$ cat config.mk
export PLATFORM = sky130hd
export DESIGN_NAME = icache_ctrl
export DESIGN_NICKNAME = d
export VERILOG_FILES = /design/src/rtl/ifq_pkg.sv /design/src/rtl/icache_line_store.sv /design/src/rtl/icache_ctrl.sv
export SDC_FILE = /design/constraint.sdc
export NUM_CORES = 2
export LEC_CHECK = 0
export BUFFER_PORTS_ARGS = -buffer_cell sky130_fd_sc_hd__buf_2
export CORE_MARGIN = 2
export CORE_UTILIZATION = 60
export DETAILED_ROUTE_END_ITERATION = 7
export PLACE_DENSITY_LB_ADDON = 0.08
export SETUP_SLACK_MARGIN = 0.05
export SLEW_MARGIN = 20
export SYNTH_ARGS = -nofsm -noshare
export SYNTH_HDL_FRONTEND = slang
export SYNTH_SLANG_ARGS = --single-unit
$ cat constraint.sdc
create_clock -name clk -period 23.3 [get_ports clk]
set_clock_uncertainty 0.05 [all_clocks]
set_input_delay 6.99 -clock clk [delete_from_list [all_inputs] [get_ports clk]]
set_output_delay 6.99 -clock clk [all_outputs]
set_load 0.1 [all_outputs]
$ cat src/rtl/ifq_pkg.sv
// Shared definitions for the instruction-fetch path: address/line geometry
// and the instruction cache controller state encoding.
package ifq_pkg;

  localparam int ADDR_W = 32;
  localparam int LINE_W = 128;
  localparam int INST_W = 32;
  localparam int OFFS_W = 4;

  typedef enum logic {
    IDLE      = 1'b0,
    MISS_WAIT = 1'b1
  } icache_state_e;

  function automatic logic [ADDR_W-1:0] line_align(input logic [ADDR_W-1:0] addr);
    return {addr[ADDR_W-1:OFFS_W], {OFFS_W{1'b0}}};
  endfunction

endpackage

$ cat src/rtl/icache_line_store.sv
// Direct-mapped line storage: data, tag and valid arrays with combinational
// read and synchronous write/flush. Only the valid bits carry reset.
module icache_line_store
  import ifq_pkg::*;
#(
  parameter int NUM_LINES = 16,
  parameter int LINE_W    = ifq_pkg::LINE_W,
  parameter int IDX_W     = $clog2(NUM_LINES),
  parameter int TAG_W     = ifq_pkg::ADDR_W - ifq_pkg::OFFS_W - $clog2(NUM_LINES)
) (
  input  logic              clk,
  input  logic              rst,
  input  logic [IDX_W-1:0]  rd_idx_i,
  output logic              rd_valid_o,
  output logic [TAG_W-1:0]  rd_tag_o,
  output logic [LINE_W-1:0] rd_data_o,
  input  logic              wr_en_i,
  input  logic [IDX_W-1:0]  wr_idx_i,
  input  logic [TAG_W-1:0]  wr_tag_i,
  input  logic [LINE_W-1:0] wr_data_i,
  input  logic              flush_i
);

  logic [LINE_W-1:0]    data_q [NUM_LINES];
  logic [TAG_W-1:0]     tag_q  [NUM_LINES];
  logic [NUM_LINES-1:0] valid_q, valid_d;

  assign rd_valid_o = valid_q[rd_idx_i];
  assign rd_tag_o   = tag_q[rd_idx_i];
  assign rd_data_o  = data_q[rd_idx_i];

  // Flush wins over a same-cycle refill so the freshly written line is dropped.
  always_comb begin
    valid_d = valid_q;
    if (wr_en_i) valid_d[wr_idx_i] = 1'b1;
    if (flush_i) valid_d = '0;
  end

  always_ff @(posedge clk) begin
    if (rst) valid_q <= '0;
    else     valid_q <= valid_d;
  end

  always_ff @(posedge clk) begin
    if (wr_en_i) begin
      data_q[wr_idx_i] <= wr_data_i;
      tag_q[wr_idx_i]  <= wr_tag_i;
    end
  end

endmodule

$ cat src/rtl/icache_ctrl.sv
// Direct-mapped instruction cache controller: hit returns the line the next
// cycle, miss issues a single refill request and waits for the memory reply.
//
// state     | meaning
// IDLE      | accepting fetch requests, hits answered next cycle
// MISS_WAIT | refill outstanding, new requests ignored
module icache_ctrl
  import ifq_pkg::*;
#(
  parameter int NUM_LINES = 16,
  parameter int LINE_W    = ifq_pkg::LINE_W
) (
  input  logic              clk,
  input  logic              rst,
  input  logic [31:0]       pc_in,
  input  logic              rd_en,
  input  logic              abort,
  input  logic              flush,
  output logic [LINE_W-1:0] Dout,
  output logic              Dout_valid,
  output logic [31:0]       mem_addr,
  output logic              mem_rd_req,
  input  logic [LINE_W-1:0] mem_rd_data,
  input  logic              mem_rd_valid,
  output logic              busy
);

  localparam int IDX_W = $clog2(NUM_LINES);
  localparam int TAG_W = ADDR_W - OFFS_W - IDX_W;

  icache_state_e     state_q, state_d;
  logic [LINE_W-1:0] dout_q, dout_d;
  logic              dout_valid_q, dout_valid_d;
  logic [31:0]       mem_addr_q, mem_addr_d;
  logic              mem_rd_req_q, mem_rd_req_d;
  logic              cancel_q, cancel_d;

  logic [IDX_W-1:0]  lk_idx;
  logic [TAG_W-1:0]  lk_tag;
  logic              st_valid;
  logic [TAG_W-1:0]  st_tag;
  logic [LINE_W-1:0] st_data;
  logic              hit;
  logic              refill_we;
  logic              unused_offs;

  assign lk_idx      = pc_in[OFFS_W +: IDX_W];
  assign lk_tag      = pc_in[ADDR_W-1 -: TAG_W];
  assign unused_offs = ^pc_in[OFFS_W-1:0];

  // A flush in the lookup cycle forces a miss even if the line looks valid.
  assign hit = st_valid && (st_tag == lk_tag) && !flush;

  // The pending refill's index/tag come from the held mem_addr.
  icache_line_store #(
    .NUM_LINES (NUM_LINES),
    .LINE_W    (LINE_W),
    .IDX_W     (IDX_W),
    .TAG_W     (TAG_W)
  ) u_store (
    .clk        (clk),
    .rst        (rst),
    .rd_idx_i   (lk_idx),
    .rd_valid_o (st_valid),
    .rd_tag_o   (st_tag),
    .rd_data_o  (st_data),
    .wr_en_i    (refill_we),
    .wr_idx_i   (mem_addr_q[OFFS_W +: IDX_W]),
    .wr_tag_i   (mem_addr_q[ADDR_W-1 -: TAG_W]),
    .wr_data_i  (mem_rd_data),
    .flush_i    (flush)
  );

  always_comb begin
    state_d      = state_q;
    dout_d       = dout_q;
    dout_valid_d = 1'b0;
    mem_addr_d   = mem_addr_q;
    mem_rd_req_d = 1'b0;
    cancel_d     = cancel_q;
    refill_we    = 1'b0;
    case (state_q)
      IDLE: begin
        cancel_d = 1'b0;
        if (rd_en && !abort) begin
          if (hit) begin
            dout_d       = st_data;
            dout_valid_d = 1'b1;
          end else begin
            mem_addr_d   = line_align(pc_in);
            mem_rd_req_d = 1'b1;
            state_d      = MISS_WAIT;
          end
        end
      end
      MISS_WAIT: begin
        if (abort) cancel_d = 1'b1;
        if (mem_rd_valid) begin
          refill_we = 1'b1;
          state_d   = IDLE;
          cancel_d  = 1'b0;
          if (!(cancel_q || abort)) begin
            dout_d       = mem_rd_data;
            dout_valid_d = 1'b1;
          end
        end
      end
      default: state_d = IDLE;
    endcase
  end

  always_ff @(posedge clk) begin
    if (rst) begin
      state_q      <= IDLE;
      dout_q       <= '0;
      dout_valid_q <= 1'b0;
      mem_addr_q   <= '0;
      mem_rd_req_q <= 1'b0;
      cancel_q     <= 1'b0;
    end else begin
      state_q      <= state_d;
      dout_q       <= dout_d;
      dout_valid_q <= dout_valid_d;
      mem_addr_q   <= mem_addr_d;
      mem_rd_req_q <= mem_rd_req_d;
      cancel_q     <= cancel_d;
    end
  end

  assign Dout       = dout_q;
  assign Dout_valid = dout_valid_q;
  assign mem_addr   = mem_addr_q;
  assign mem_rd_req = mem_rd_req_q;
  assign busy       = (state_q != IDLE);

endmodule

==> flow_summary.toml <==
[die]
die_w_um = 413.1
die_h_um = 413.1
num_rows = 150
ios = 329
fp.dieArea_mm2 = 0.1707
initial_core_util_pct = 60.27
coreArea_mm2 = 0.1667

[cts]
postCtsHoldBufs = 0
clock_latency_ps = 920
clockBufferDepth = 4
clockRootBuffer = "clkbuf_16"
clk_pin_slew_ps = 60
h-tree-depth = 5
clock-sinks = 2608
cts_tree = "built"
numCtsBuffers = 280
post_cts_resized = 0
postCtsSetupBuffers = 0

[critical_path]
crit_top_cell = "buf_4"
critPathBufInv = 6
crit_path_cell_trace = "buf_8, buf_4, buf_4, mux4_2, mux2_2, nand3b_1, o21ai_1, a2111o_1, nor3_4, buf_4, a31o_4, buf_4, buf_4, a211oi_1"
cp.required_ps = 23970
crit_slowest_cell = "buf_4"
cp-start-kind = "primary input"
end_kind = "flip-flop"
critPathKind = "primary input to flip-flop"
path_delay_family = "buffers and inverters"
arrival_ps = 13750
max_stage_delay_ps = 850
crit_path_max_fanout = 78

[pwr]
netSwitchingFraction_pct = 20.62
clockPowerShare_pct = 42.6
total_power_uw = 9834
ir_drop_mv = 0.08623
intPower_uw = 7806
netSwitchingPower_uw = 2028
power.density_mw_per_mm2 = 86.87
leakage_uw = 0.03560
p_seq_share_pct = 52.4
combPwrFrac_pct = 5.0

[final_layout]
finalNetCount = 4963
multi_input_area_mm2 = 0.02262
drive_gt1_share_pct = 30.70
fillers = 10423
syn_to_final_growth_pct = 12.70
regArea_mm2 = 0.07656
final_common_cell = "edfxtp_1"
mostFrequentLayoutCells = "edfxtp_1 (2432), mux4_2 (721), buf_2 (316), clkbuf_16 (289), mux2i_1 (215)"

[detailed_routing]
vias = 48587
totalWireLength_mm = 239.2
routedWlPerCell_um = 33.15
drcViolationCount = 0
antenna_left = 0
dr.pass1.iters = 7
vias_per_cell = 6.734
drt_iter0_drc = 5048

[sta]
rsz0062_at_grt = "false"
relSlewSlack_pct = 20.66
setup_viol = 0
hold_viol = 0
tns_ps = 0
slew_violations = 0
max_freq_mhz = 76.40
tightest_slew_ps = 1190
fin_crit_sh_pct = 56.17
fin_crit_ps = 13090

[global_routing]
grt.total_usage_pct = 28.28
grt_pass1_vias = 48704
grt_max_degree = 131
grt_pass1_wl_mm = 343.2
grt-ovfl-total = 0
antenna_found_initial = 47

[run_status]
outcome = "finished, final reports clean"

[placed_design]
hpwl_mm = 113.3
port-buffer-count = 320
place_congestion = 0.7248

[synthesis]
ys.flop_type = "edfxtp_1"
syn_area_per_cell_um2 = 22.84
syn_inst = 4398
synth_seq_cells = 2608
synth_area_mm2 = 0.1004
async_flop_share_pct = 0
synth.distinct_cells = 61
synth_edf_count = 2432
ys_seq_area_share_pct = 76.22
synth_warnings = 0

[hold_path]
min_path_type = "flip-flop to flip-flop"

[flow_run]
max-cap-violations = 0
==> registers in the layout (all words and copies together) (netlist names) <==
register         flops
mem_rd_req           1
u_store.tag_q      384
Dout               128
u_store.data_q    2048
busy                 1
cancel_q             1
Dout_valid           1
mem_addr            28
u_store.valid_q     16
==> per-stage QoR <==
step	cell area (um2)	hold slack [ps]	instances	setup slack (ps)	util, %
after global placement	104500	392.0	6716	9301	62.69
after CTS	113200	414.0	7200	10170	67.90
after global routing	113200	421.3	7208	9876	67.91
after detailed placement	104500	400.2	6719	9238	62.73
after floorplan	100500	385.4	4401	4682	-
final	113200	413.2	7215	10210	67.92
==> Yosys cell counts (6+ instances only) <==
library cell,number,area [um2]
nand4_1,7,43.79
xor2_1,14,122.6
a211oi_1,130,975.9
buf_4,26,195.2
buf_1,34,127.6
o21a_1,16,120.1
a22oi_1,7,52.55
buf_2,96,480.5
clkbuf_1,128,480.5
nand2b_1,64,400.4
mux2_2,12,135.1
nor3_1,8,40.04
dfxtp_1,176,3523
nor4_1,7,43.79
mux2i_1,215,2152
nor2b_1,12,75.07
a311oi_1,130,1139
edfxtp_1,2432,73030
buf_6,11,123.9
nand3_1,8,40.04
a21oi_1,11,55.05
mux4_2,721,16240
nand2_1,16,60.06
xnor2_1,13,113.9
nor2_1,27,101.4
o21ai_0,7,35.03
inv_1,6,22.52
==> metal layers <==
layer / up-vias / global-route usage (%) / routed length, um
met5: - / 0 / 275
met3: 439 / 5.180 / 17780
met4: 44 / 8.232 / 5729
met1: 26358 / 40.45 / 96590
li1: 19756 / - / -
met2: 1990 / 45.45 / 118800
==> cell type report <==
| type | count | share of cell area, % |
|---|---|---|
| well taps | 2204 | 2.436 |
| clock inverters | 75 | 0.5250 |
| flip-flops and latches | 2608 | 67.63 |
| multi-input cells | 1492 | 19.98 |
| inverters | 6 | 0.02653 |
| diodes | 15 | 0.03316 |
| clock buffers | 406 | 7.086 |
| repair buffers | 409 | 2.278 |
==> power by group through the flow <==
stage | registers, uW | logic [uW] | clock network (uW)
global route | 5150 | 521 | 4420
floorplan | 5310 | 275 | 0
global placement | 5250 | 487 | 0
detailed placement | 5250 | 493 | 0
CTS | 5150 | 495 | 4260
finish | 5150 | 490 | 4190
==> final timing paths <==
path                                   startpoint                         endpoint  slack, ps  cells after the start
setup / recovery                         pc_in[4]            Dout[78]$_SDFFE_PP0P_      10210                     14
hold / removal    u_store.valid_q[7]$_SDFFE_PP0P_  u_store.valid_q[7]$_SDFFE_PP0P_        410                      1
setup reg to reg   u_store.tag_q[15][1]$_DFFE_PP_            Dout[78]$_SDFFE_PP0P_      17710                     12
hold reg to reg   u_store.valid_q[7]$_SDFFE_PP0P_  u_store.valid_q[7]$_SDFFE_PP0P_        410                      1
==> cells by family (layout without fill, tap and decap cells) <==
kind of cell    after synthesis  in the layout  share of synthesized area [%]
xor+xnor                     27             27                         0.2354
flops                      2608           2608                          76.22
simple gates                181            181                          1.045
compound gates              330            330                          2.607
other cells                   1             19                       0.003734
buf+inv                     301            896                          1.424
mux                         950            950                          18.47
Power figures use the tool's default switching activity.
